==> src/rtl/defs_pkg.sv <==
// Shared types for the multicycle control unit: state/opcode/condition encodings,
// ALU flag bundle and the datapath control bundle.
package defs_pkg;

  localparam int INSTRUCTION_WIDTH_DEF = 16;
  localparam int OPCODE_WIDTH_DEF      = 4;
  localparam int COND_WIDTH_DEF        = 3;
  localparam int STATE_WIDTH_DEF       = 5;
  localparam int MAX_WAIT_DEF          = 15;
  localparam int ALU_OP_WIDTH          = 3;

  typedef enum logic [4:0] {
    STATE_FETCH     = 5'd0,
    STATE_DECODE    = 5'd1,
    STATE_EXEC_ADDI = 5'd2,
    STATE_EXEC_ALU  = 5'd3,
    STATE_EXEC_LW   = 5'd4,
    STATE_EXEC_SW   = 5'd5,
    STATE_EXEC_LINK = 5'd6,
    STATE_EXEC_JMP  = 5'd7,
    STATE_EXEC_JPR  = 5'd8,
    STATE_EXEC_BRH  = 5'd9,
    STATE_MEM_LW    = 5'd10,
    STATE_MEM_SW    = 5'd11,
    STATE_WB_LI     = 5'd12,
    STATE_WB_ADDI   = 5'd13,
    STATE_WB_ALU    = 5'd14,
    STATE_WB_LW     = 5'd15,
    STATE_HALT      = 5'd16,
    STATE_TRAP      = 5'd17
  } state_t;

  // Codes 4'hA..4'hF are unassigned and trap.
  typedef enum logic [3:0] {
    OP_LI   = 4'h0,
    OP_ADDI = 4'h1,
    OP_LW   = 4'h2,
    OP_SW   = 4'h3,
    OP_ALU  = 4'h4,
    OP_JAL  = 4'h5,
    OP_JMP  = 4'h6,
    OP_JPR  = 4'h7,
    OP_BRH  = 4'h8,
    OP_HLT  = 4'h9
  } opcode_t;

  typedef enum logic [2:0] {
    COND_AL = 3'd0,
    COND_Z  = 3'd1,
    COND_NZ = 3'd2,
    COND_N  = 3'd3,
    COND_NN = 3'd4,
    COND_C  = 3'd5,
    COND_V  = 3'd6,
    COND_NV = 3'd7
  } cond_t;

  typedef struct packed {
    logic z;
    logic n;
    logic c;
    logic v;
  } alu_flags_t;

  localparam logic [1:0] PC_SRC_INC = 2'd0;
  localparam logic [1:0] PC_SRC_IMM = 2'd1;
  localparam logic [1:0] PC_SRC_REG = 2'd2;
  localparam logic [1:0] PC_SRC_REL = 2'd3;

  localparam logic [1:0] WSEL_IMM = 2'd0;
  localparam logic [1:0] WSEL_ALU = 2'd1;
  localparam logic [1:0] WSEL_MEM = 2'd2;
  localparam logic [1:0] WSEL_PC  = 2'd3;

  localparam logic [ALU_OP_WIDTH-1:0] ALU_OP_ADD = '0;

  typedef struct packed {
    logic                    pc_we;
    logic [1:0]              pc_src;
    logic                    ir_we;
    logic                    mem_re;
    logic                    mem_we;
    logic                    mar_we;
    logic                    rf_re;
    logic                    rf_we;
    logic [1:0]              rf_wsel;
    logic                    alu_src_b;
    logic [ALU_OP_WIDTH-1:0] alu_op;
    logic                    flags_we;
  } ctrl_sig_t;

  localparam ctrl_sig_t CTRL_DEFAULT = '0;

endpackage

==> src/rtl/branch_cond_eval.sv <==
// Combinational branch-condition decoder: condition code plus ALU flags -> taken.
module branch_cond_eval
  import defs_pkg::*;
(
  input  cond_t      cond,
  input  alu_flags_t flags,
  output logic       taken
);

  always_comb begin
    taken = 1'b0;
    case (cond)
      COND_AL: taken = 1'b1;
      COND_Z:  taken = flags.z;
      COND_NZ: taken = ~flags.z;
      COND_N:  taken = flags.n;
      COND_NN: taken = ~flags.n;
      COND_C:  taken = flags.c;
      COND_V:  taken = flags.v;
      COND_NV: taken = 1'b0;
      default: taken = 1'b0;
    endcase
  end

endmodule

==> src/rtl/multicycle_ctrl.sv <==
// Multicycle control FSM: sequences fetch/decode/exec/mem/writeback per opcode,
// with memory wait-state timeout, fetch-entry stall, HALT and trap states.
module multicycle_ctrl
  import defs_pkg::*;
#(
  parameter int INSTRUCTION_WIDTH = INSTRUCTION_WIDTH_DEF,
  parameter int OPCODE_WIDTH      = OPCODE_WIDTH_DEF,
  parameter int COND_WIDTH        = COND_WIDTH_DEF,
  parameter int STATE_WIDTH       = STATE_WIDTH_DEF,
  parameter int MAX_WAIT          = MAX_WAIT_DEF
) (
  input  logic                         clk,
  input  logic                         resetn,
  input  logic [INSTRUCTION_WIDTH-1:0] instr,
  input  alu_flags_t                   flags,
  input  logic                         mem_ready,
  input  logic                         stall,
  output ctrl_sig_t                    sigs,
  output logic [STATE_WIDTH-1:0]       state_o,
  output logic                         halted,
  output logic                         trap
);

  localparam int WAIT_W = $clog2(MAX_WAIT + 1);

  state_t             y_q, y_d;
  logic [WAIT_W-1:0]  wait_cnt_q, wait_cnt_d;
  ctrl_sig_t          sigs_c;
  logic               halted_c, trap_c;
  logic               taken;
  logic               wait_expired;
  opcode_t            opcode;
  cond_t              cond;

  assign opcode       = opcode_t'(instr[INSTRUCTION_WIDTH-1 -: OPCODE_WIDTH]);
  assign cond         = cond_t'(instr[INSTRUCTION_WIDTH-OPCODE_WIDTH-1 -: COND_WIDTH]);
  assign wait_expired = (wait_cnt_q == WAIT_W'(MAX_WAIT));

  branch_cond_eval u_cond (
    .cond  (cond),
    .flags (flags),
    .taken (taken)
  );

  always_ff @(posedge clk or negedge resetn) begin
    if (!resetn) begin
      y_q        <= STATE_FETCH;
      wait_cnt_q <= '0;
    end else begin
      y_q        <= y_d;
      wait_cnt_q <= wait_cnt_d;
    end
  end

  always_comb begin
    y_d        = STATE_FETCH;
    wait_cnt_d = '0;
    sigs_c     = CTRL_DEFAULT;
    halted_c   = 1'b0;
    trap_c     = 1'b0;
    case (y_q)
      STATE_FETCH: begin
        // A zero counter marks the entry cycle; once a request is pending, stall is ignored.
        if (stall && wait_cnt_q == '0) begin
          y_d = STATE_FETCH;
        end else begin
          sigs_c.mem_re = 1'b1;
          if (mem_ready) begin
            sigs_c.ir_we  = 1'b1;
            sigs_c.pc_we  = 1'b1;
            sigs_c.pc_src = PC_SRC_INC;
            y_d           = STATE_DECODE;
          end else if (wait_expired) begin
            y_d = STATE_TRAP;
          end else begin
            y_d        = STATE_FETCH;
            wait_cnt_d = wait_cnt_q + WAIT_W'(1);
          end
        end
      end
      STATE_DECODE: begin
        sigs_c.rf_re = 1'b1;
        case (opcode)
          OP_LI:   y_d = STATE_WB_LI;
          OP_ADDI: y_d = STATE_EXEC_ADDI;
          OP_LW:   y_d = STATE_EXEC_LW;
          OP_SW:   y_d = STATE_EXEC_SW;
          OP_ALU:  y_d = STATE_EXEC_ALU;
          OP_JAL:  y_d = STATE_EXEC_LINK;
          OP_JMP:  y_d = STATE_EXEC_JMP;
          OP_JPR:  y_d = STATE_EXEC_JPR;
          OP_BRH:  y_d = STATE_EXEC_BRH;
          OP_HLT:  y_d = STATE_HALT;
          default: y_d = STATE_TRAP;
        endcase
      end
      STATE_EXEC_ADDI: begin
        sigs_c.alu_src_b = 1'b1;
        sigs_c.alu_op    = ALU_OP_ADD;
        y_d              = STATE_WB_ADDI;
      end
      STATE_EXEC_ALU: begin
        sigs_c.alu_src_b = 1'b0;
        sigs_c.alu_op    = instr[ALU_OP_WIDTH-1:0];
        sigs_c.flags_we  = 1'b1;
        y_d              = STATE_WB_ALU;
      end
      STATE_EXEC_LW, STATE_EXEC_SW: begin
        sigs_c.alu_src_b = 1'b1;
        sigs_c.alu_op    = ALU_OP_ADD;
        sigs_c.mar_we    = 1'b1;
        y_d              = (y_q == STATE_EXEC_LW) ? STATE_MEM_LW : STATE_MEM_SW;
      end
      STATE_MEM_LW, STATE_MEM_SW: begin
        sigs_c.mem_re = (y_q == STATE_MEM_LW);
        sigs_c.mem_we = (y_q == STATE_MEM_SW);
        if (mem_ready) begin
          y_d = (y_q == STATE_MEM_LW) ? STATE_WB_LW : STATE_FETCH;
        end else if (wait_expired) begin
          y_d = STATE_TRAP;
        end else begin
          y_d        = y_q;
          wait_cnt_d = wait_cnt_q + WAIT_W'(1);
        end
      end
      STATE_EXEC_LINK: begin
        sigs_c.rf_we   = 1'b1;
        sigs_c.rf_wsel = WSEL_PC;
        sigs_c.pc_we   = 1'b1;
        sigs_c.pc_src  = PC_SRC_IMM;
      end
      STATE_EXEC_JMP: begin
        sigs_c.pc_we  = 1'b1;
        sigs_c.pc_src = PC_SRC_IMM;
      end
      STATE_EXEC_JPR: begin
        sigs_c.pc_we  = 1'b1;
        sigs_c.pc_src = PC_SRC_REG;
      end
      STATE_EXEC_BRH: begin
        sigs_c.pc_we  = taken;
        sigs_c.pc_src = PC_SRC_REL;
      end
      STATE_WB_LI: begin
        sigs_c.rf_we   = 1'b1;
        sigs_c.rf_wsel = WSEL_IMM;
      end
      STATE_WB_ADDI, STATE_WB_ALU: begin
        sigs_c.rf_we   = 1'b1;
        sigs_c.rf_wsel = WSEL_ALU;
      end
      STATE_WB_LW: begin
        sigs_c.rf_we   = 1'b1;
        sigs_c.rf_wsel = WSEL_MEM;
      end
      STATE_HALT: begin
        halted_c = 1'b1;
        y_d      = STATE_HALT;
      end
      STATE_TRAP: begin
        trap_c = 1'b1;
        y_d    = STATE_TRAP;
      end
      default: y_d = STATE_FETCH;
    endcase
  end

  // Outputs are forced quiet while reset is held so an aborted access drops immediately.
  assign sigs    = resetn ? sigs_c : CTRL_DEFAULT;
  assign halted  = halted_c;
  assign trap    = trap_c;
  assign state_o = STATE_WIDTH'(y_q);

endmodule
==> config.mk <==
export PLATFORM = sky130hd
export DESIGN_NAME = multicycle_ctrl
export DESIGN_NICKNAME = d
export VERILOG_FILES = /design/src/rtl/defs_pkg.sv /design/src/rtl/branch_cond_eval.sv /design/src/rtl/multicycle_ctrl.sv
export SDC_FILE = /design/constraint.sdc
export NUM_CORES = 1
export LEC_CHECK = 0
export CORE_ASPECT_RATIO = 0.8
export CORE_UTILIZATION = 30
export DETAILED_ROUTE_END_ITERATION = 10
export DONT_BUFFER_PORTS = 1
export MAX_ROUTING_LAYER = met4
export PLACE_DENSITY_LB_ADDON = 0.05
export SETUP_SLACK_MARGIN = 0.2
export SLEW_MARGIN = 5
export SYNTH_ARGS = -nofsm -noshare
export SYNTH_HDL_FRONTEND = slang
export SYNTH_SLANG_ARGS = --single-unit
==> constraint.sdc <==
create_clock -name clk -period 3.5 [get_ports clk]
set_clock_uncertainty 0.2 [all_clocks]
set_input_delay 0.7 -clock clk [delete_from_list [all_inputs] [get_ports clk]]
set_output_delay 0.7 -clock clk [all_outputs]
set_load 0.05 [all_outputs]
==> flow_results.org, run 1 <==
** Timing
- Setup violations remaining at the end of the flow were counted as 0.
- Of the available clock period, the critical path in the final layout requires 0.825.
- Unrepaired setup endpoints after global routing :: no
- Headroom to the max-slew limit came out at 0.614.
- Across all setup checks in the final design, the least slack found is 0.611 ns.
- Max-slew violation total from the final report :: 0
- Setup TNS Final :: 0 ns
- For the pin with the worst max-slew slack, the measured transition is 0.579 ns.
- Fin. Hold Viols :: 0
- The smallest clock period supported by the final layout is computed as 2.89 ns.
- Static timing analysis puts the maximum clock frequency at 346 MHz.

** Final layout
- From synthesis to final layout, the design area changed by 26.8%.
- Diode insertion count for antenna repair :: 0
- After the last flow step, the layout net total stands at around 180.
- Share of cells above drive strength 1 :: 0.257
- Filler instances :: roughly 350
- Once layout is complete, the utilization of the core stands at 0.417.

** Floorplan
- The floorplan step defined a die boundary enclosing 3780 um2.
- Die Y :: 55.2 um
- The initialized floorplan defines 18 standard-cell rows.
- I/O Pins :: 47
- The die is roughly 68 um wide.
- Initial core utilization :: 0.329
- After floorplanning, the core was sized to cover 3220 um2.

** Setup path
- Along the worst path, the maximum fanout reaches 12.
- STA puts the critical path data required time at 2.60 ns.
- Startpoint class of the critical path :: register
- Kind of capture point of the worst setup path :: output port
- At the worst endpoint, the arrival time is slightly below 2 ns.
- Critical path class :: reg -> out
- For flop-to-flop paths, the worst setup slack is 1.62 ns.

** Logic synthesis
- Number of enable-type register cells in the synthesized netlist :: 0
- After synthesis the netlist holds a flip-flop and latch count of 9.
- Post-synthesis cell count :: 132
- Sequential fraction of the synthesis area :: 0.213
- Syn_nets :: 161
- Top FF cell, synth :: sky130_fd_sc_hd__dfrtp_1
- The Yosys step of the flow raised 0 warnings.
- Counting flops with an async set or reset pin after synthesis yields a share of 1.00.
- The mapped netlist covers ~1100 um2.
- In this run the mean area of a mapped cell was 8.03 um2.
- The netlist uses between 50 and 60 different library cells.

** Clock tree
- Counting along the longest clock path gives a buffer depth of 2.
- Clock-pin slew was measured on the worst setup and hold paths at around 0.040 ns.
- The tree is rooted in a sky130_fd_sc_hd__clkbuf_8.
- Number of cells upsized or downsized after cts :: 0
- For this design, the sink count on the clock tree is 9.
- Clock H-tree levels :: 1
- TritonCTS clock tree :: yes
- In this run, CTS created clock tree buffers numbering 3.
- The clock reaches the later pin of the worst-skew pair after 0.23 ns.

** Global route
- The initial antenna violation count came to 0.
- Pin count of the biggest net entering global routing :: 14
- Global-route usage over all layers :: 0.182
- Global-route wire length before repair :: 4850 um
- Number of global-route vias before repair :: 1015
- For this run the aggregate overflow at the end of global routing stands at 0.

** Power
- Standby leakage power :: 0.000554 uW
- Total power for the finished layout comes to between 900 and 1000 uW.
- Maximum resistive drop on vdd :: 0.334 mV
- Power density of the placed cells :: 729 nW/um2

** Routing
- Number of detailed-route iterations in the first pass :: 4
- Once detail routing completed, the nets flagged for antenna violations numbered 0.
- In the routed layout, each cell is associated on average with a via count of 5.61.
- Across all layers, the routed design uses between 1000 and 1500 vias.
- Post-route DRC violation count :: 0
- WL final :: between 2000 and 3000 um
- DRT iter0 DRCs :: 52
- Routed wire length per instance :: 15.4 um

** Outcome
- Run status :: finished, final reports clean

** Placement
- Setup slack at placement :: roughly 0.85 ns
- DPL Wire Length :: around 2300 um
- Number of port buffers :: 0
- The congestion estimate from routability-driven global placement came to ~0.89.

** Flow run
- Max-capacitance violation count :: 0

** Hold path
- Worst hold path class :: reg -> reg
==> kinds of logic after synthesis <==
group | after synthesis | share of synthesized area
AOI/OAI and AO/OA | 35 | 0.236
xor gates and xnor gates | 2 | 0.0165
buffers and inverters | 15 | 0.0779
muxes | 2 | 0.0201
adders and majority gates | 5 | 0.0590
and+or+nand+nor | 64 | 0.378
DFF | 9 | 0.213
==> critical path, cell delays in order, from the launching register on <==
cell and delay (ns):
sky130_fd_sc_hd__dfrtp_1 0.51, sky130_fd_sc_hd__buf_4 0.27, sky130_fd_sc_hd__or3_1 0.37, sky130_fd_sc_hd__a21oi_1 0.15, sky130_fd_sc_hd__a22o_1 0.46
==> cells in the mapped netlist, drive strengths merged, types with 2 or more instances <==
library cell / instances / area share
ha: 5 / 0.059
nor2: 10 / 0.042
a211oi: 2 / 0.019
buf: 5 / 0.040
and2: 5 / 0.030
o2bb2ai: 2 / 0.017
nand3: 3 / 0.014
nand3b: 4 / 0.028
nor2b: 4 / 0.024
o21ai: 4 / 0.019
o31ai: 2 / 0.014
a21oi: 10 / 0.047
a32oi: 2 / 0.017
nor4: 3 / 0.024
nand2: 10 / 0.035
and3: 3 / 0.019
o221ai: 2 / 0.017
dfrtp: 9 / 0.21
nor3: 8 / 0.042
a31oi: 2 / 0.012
inv: 10 / 0.038
nand2b: 6 / 0.038
o22a: 2 / 0.017
or3: 2 / 0.012
==> placed cells by master, fill, tap and decap left out, types with 3 or more instances in the layout <==
master                     count
sky130_fd_sc_hd__buf_4        16
sky130_fd_sc_hd__a21oi_1      10
sky130_fd_sc_hd__nand2_1      10
sky130_fd_sc_hd__nor2_1        9
sky130_fd_sc_hd__dfrtp_1       9
sky130_fd_sc_hd__inv_1         8
sky130_fd_sc_hd__nor3_1        6
sky130_fd_sc_hd__nand2b_1      5
sky130_fd_sc_hd__and2_1        5
sky130_fd_sc_hd__ha_1          5
sky130_fd_sc_hd__o21ai_0       4
sky130_fd_sc_hd__nor2b_1       4
sky130_fd_sc_hd__nand3b_1      4
sky130_fd_sc_hd__buf_12        4
sky130_fd_sc_hd__nand3_1       3
sky130_fd_sc_hd__nor4_2        3
sky130_fd_sc_hd__clkbuf_8      3
==> what timing repair did <==
| item | 4_1_cts | 5_1_grt |
|---|---|---|
| hold endpoints to repair | 9 | 0 |
| hold buffers | 1 | 0 |
| setup buffers | 0 | 0 |
==> state kept, by name (all words and copies together), names as in the netlist <==
signal,count
state_o,5
wait_cnt_q,4
==> path summary, 6_finish.rpt <==
check	startpoint	to	cells after the start
setup / recovery	state_o[1]	sigs[15]	4
hold / removal	wait_cnt_q[0]	wait_cnt_q[0]	1
setup reg to reg	state_o[1]	state_o[1]	5
hold reg to reg	wait_cnt_q[0]	wait_cnt_q[0]	1
max in group asynchronous	resetn	state_o[3]	1
min in group asynchronous	resetn	wait_cnt_q[1]	1
==> area by class of cell <==
class | instances | area (um2) | share of cell area
multi-input combinational | 108 | 773 | 0.575
timing repair buffer | 21 | 210 | 0.156
sequential | 9 | 225 | 0.168
tap | 40 | 50.0 | 0.0372
inverter | 10 | 40.0 | 0.0298
clock buffer | 4 | 45.0 | 0.0335
==> power breakdown <==
group	internal (uW)	total [uW]	switching (uW)	leakage, uW
Sequential	132	226	93.6	0.000122
Combinational	213	635	423	0.000410
Clock	79.2	118	39.3	0.0000228
Total	424	979	555	0.000554
==> layer usage <==
layer	routed length, um	global-route usage
met5	0	-
met4	0	0.0313
met3	235	0.0471
met2	1300	0.275
met1	1420	0.247
==> per-stage QoR <==
stage / area (um2) / cells / hold WS, ns
after floorplan: 1080 / 132 / 0.204
after global placement: 1290 / 187 / 0.205
after detailed placement: 1290 / 187 / 0.205
after CTS: 1340 / 192 / 0.316
after global routing: 1340 / 192 / 0.342
final: 1340 / 192 / 0.308
Power figures use the tool's default switching activity.
==> run 2: changes to the inputs <==
Clock period 3.5 ns to 2.95 ns, I/O delays scaled along.
==> flow_results.org, run 2 (synthesized netlist as in run 1, its figures left out) <==
** Outcome
- Run status: finished, final reports clean (unchanged).

** Final layout
- Area delta synth->final :: 28.8% (was 26.8%)
- Number of flip-flops under the largest register name :: 5 (unchanged)
- Finished Core Util :: 0.424 (was 0.417)
- Count of non-filler cells in the finished layout :: 189 (was 192)
- The final-layout fill cell count came to 324 (was 348).
- Share of cells above drive strength 1 :: 0.309 (was 0.257)
- The number of nets at the end of the flow is 179 (was 182).
- Most frequent cells in the layout: sky130_fd_sc_hd__buf_4, sky130_fd_sc_hd__nand2_1, sky130_fd_sc_hd__nor2_1, sky130_fd_sc_hd__a21oi_1, sky130_fd_sc_hd__inv_1 (was sky130_fd_sc_hd__buf_4, sky130_fd_sc_hd__a21oi_1, sky130_fd_sc_hd__nand2_1).
- Commonest non-fill, non-tap cell in the layout :: sky130_fd_sc_hd__buf_4 (unchanged)
- The count of antenna diodes in the layout is 0 (unchanged).

** Timing
- The worst slack on hold paths was 0.254 ns (was 0.308 ns).
- Unrepaired setup endpoints after global routing :: no (unchanged)
- The worst max-slew margin expressed relative to the limit is 0.625 (was 0.614).
- In the finished design, the share of the clock period the worst path needs comes to 0.908.
- After layout, the minimum clock period comes to 2.68 ns.
- The final worst slack was 0.271 ns (was 0.611 ns).
- The total setup violations reported at the end of the flow was 0 (unchanged).
- The transition time at the pin with the least slew margin was 0.562 ns (was 0.579 ns).
- The setup total negative slack came to 0 ns (unchanged).
- FMAX :: 373 MHz
- The final hold violation count was 0 (unchanged).
- The total count of max-transition violations in the final report was 0 (unchanged).

** Setup path
- Startpoint class of the critical path :: register (unchanged)
- Cells along the critical path: nand2b_1, inv_1, a32o_1, a22o_4 (was buf_4, or3_1, a21oi_1, a22o_1).
- The cell with the biggest individual delay on the critical path was sky130_fd_sc_hd__dfrtp_2 (was sky130_fd_sc_hd__dfrtp_1).
- Kind of capture point of the worst setup path :: output port (unchanged)
- The critical path arrival was 1.89 ns (was 1.99 ns).
- Critical path class :: reg -> out (unchanged)
- The largest stage delay on the critical path is 0.68 ns (was 0.51 ns).
- The required time of the critical path came to 2.16 ns (was 2.60 ns).
- Maximum fanout along the worst path :: 13 (was 12)

** Clock tree
- The setup fix buffers added after clock tree synthesis is 0 (unchanged).
- Clock transition at path regs :: 0.04 ns (about the same)
- Clock latency reported for the late side of the worst-skew pair :: 0.23 ns (about the same)
- The clock tree from TritonCTS is yes (unchanged).
- The number of buffers inserted during clock tree synthesis was 3 (unchanged).
- Root Buffer Master :: sky130_fd_sc_hd__clkbuf_8 (unchanged)
- The number of levels in the clock H-tree was 1 (unchanged).
- The number of buffers on the longest clock path is 2 (unchanged).
- The number of clock sinks seen by CTS is 9 (unchanged).

** Routing
- The total number of vias came to 1064 (was 1078).
- The average wire length per cell after detail routing is 16.4 um (was 15.4 um).
- The DRC violation count after routing is 0 (unchanged).
- The final wirelength came to 3100 um (was 2950 um).
- The number of routed nets with antenna violations was 0 (unchanged).
- Number of detailed-route iterations in the first pass :: 4 (unchanged)
- DRT iter0 DRCs :: 64 (was 52)
- The post-detailed-route via-to-cell ratio was 5.63 (was 5.61).

** Global route
- Global-route usage over all layers :: 0.187 (was 0.182)
- The number of global-route vias before repair came to 1004 (was 1015).
- The maximum number of pins on one net before global-route repair is 14 (unchanged).
- Initial antenna violation count :: 0 (unchanged)
- The sum of overflow across all layers after global routing came to 0 (unchanged).
- The wire length of the first global-routing pass came to 4940 um (was 4850 um).

** Placement
- The setup slack after placement came to 0.494 ns (was 0.850 ns).
- The count of port buffers added during placement is 0 (unchanged).
- The placed wire-length estimate after detailed placement was 2380 um (was 2330 um).
- The total placed cells including tap cells came to 184 (was 187).
- The final weighted congestion in routability-driven placement is 0.843 (was 0.887).

** Floorplan
- I/O Pins :: 47 (unchanged)
- The initial core utilization came to 0.329 (unchanged).
- Area of the core :: 3220 um2 (unchanged)
- Die extent in x :: 68.5 um (unchanged)
- Standard-cell row count :: 18 (unchanged)
- Overall die area :: 3780 um2 (unchanged)
- Die Y :: 55.2 um (unchanged)

** Flow run
- Max-capacitance violation count :: 0 (unchanged)

** Power
- The power density of the placed cells came to 891 nW/um2 (was 729 nW/um2).
- Maximum resistive drop on vdd :: 0.441 mV (was 0.334 mV)
- The leakage power is 0.000551 uW (was 0.000554 uW).

** Hold path
- Worst hold path class :: in -> reg (was reg -> reg)
[run 2: cell types whose count changed in the layout (fill, tap and decap cells not counted), sizes merged]
cell and change:
clkinv +1, clkbuf -1, buf -3
[run 2: path summary, 6_finish.rpt]
check | from | endpoint | slack (ns) | cells past startpoint
max | state_o[4] | sigs[15] | 0.27 | 4
min | instr[15] | state_o[2] | 0.25 | 1
max reg2reg | state_o[3] | wait_cnt_q[0] | 1.11 | 4
min reg2reg | wait_cnt_q[0] | wait_cnt_q[0] | 0.30 | 1
max in group asynchronous | resetn | state_o[1] | 1.71 | 1
min in group asynchronous | resetn | wait_cnt_q[2] | 0.53 | 1
[run 2: worst max-delay path: cells and delay by family, from the launching register on]
family,cells,cell delay [ns]
compound gates,2,0.58
buf+inv,1,0.08
flops,1,0.68
simple gates,1,0.31
[run 2: layout make-up]
class	instances	area, um2	share of cell area
Clock inverter	1	5.00	0.00367
Sequential cell	9	228	0.167
Tap cell	40	50.0	0.0367
Inverter	10	40.0	0.0293
Clock buffer	3	41.3	0.0302
Timing Repair Buffer	18	175	0.128
Multi-Input combinational cell	108	826	0.605
[run 2: repair_timing]
item / 4_1_cts / 5_1_grt
hold buffers: 1 / 0
hold endpoints to repair: 9 / 0
resized for setup: 0 / 4
endpoints found under the setup margin: 0 / 3
[run 2: per-stage QoR]
stage / total power, uW / cell area, um2
after CTS: 1200 / 1340
after floorplan: 885 / 1110
after global placement: 1050 / 1290
after global routing: 1310 / 1370
final: 1220 / 1370
after detailed placement: 1050 / 1290
[run 2: routing by layer]
layer  wire [um]  GRT usage  vias to the layer above
li1            -          -                      524
met1        1490      0.253                      490
met2        1380      0.278                       46
met3         193     0.0512                        4
met4          37     0.0347                        0
met5           0          -                        -
[run 2: report_power, final]
part	internal, uW	switching (uW)	leakage [uW]
Sequential	158	140	0.000119
Clock	92.0	48.7	0.0000255
Combinational	270	508	0.000407
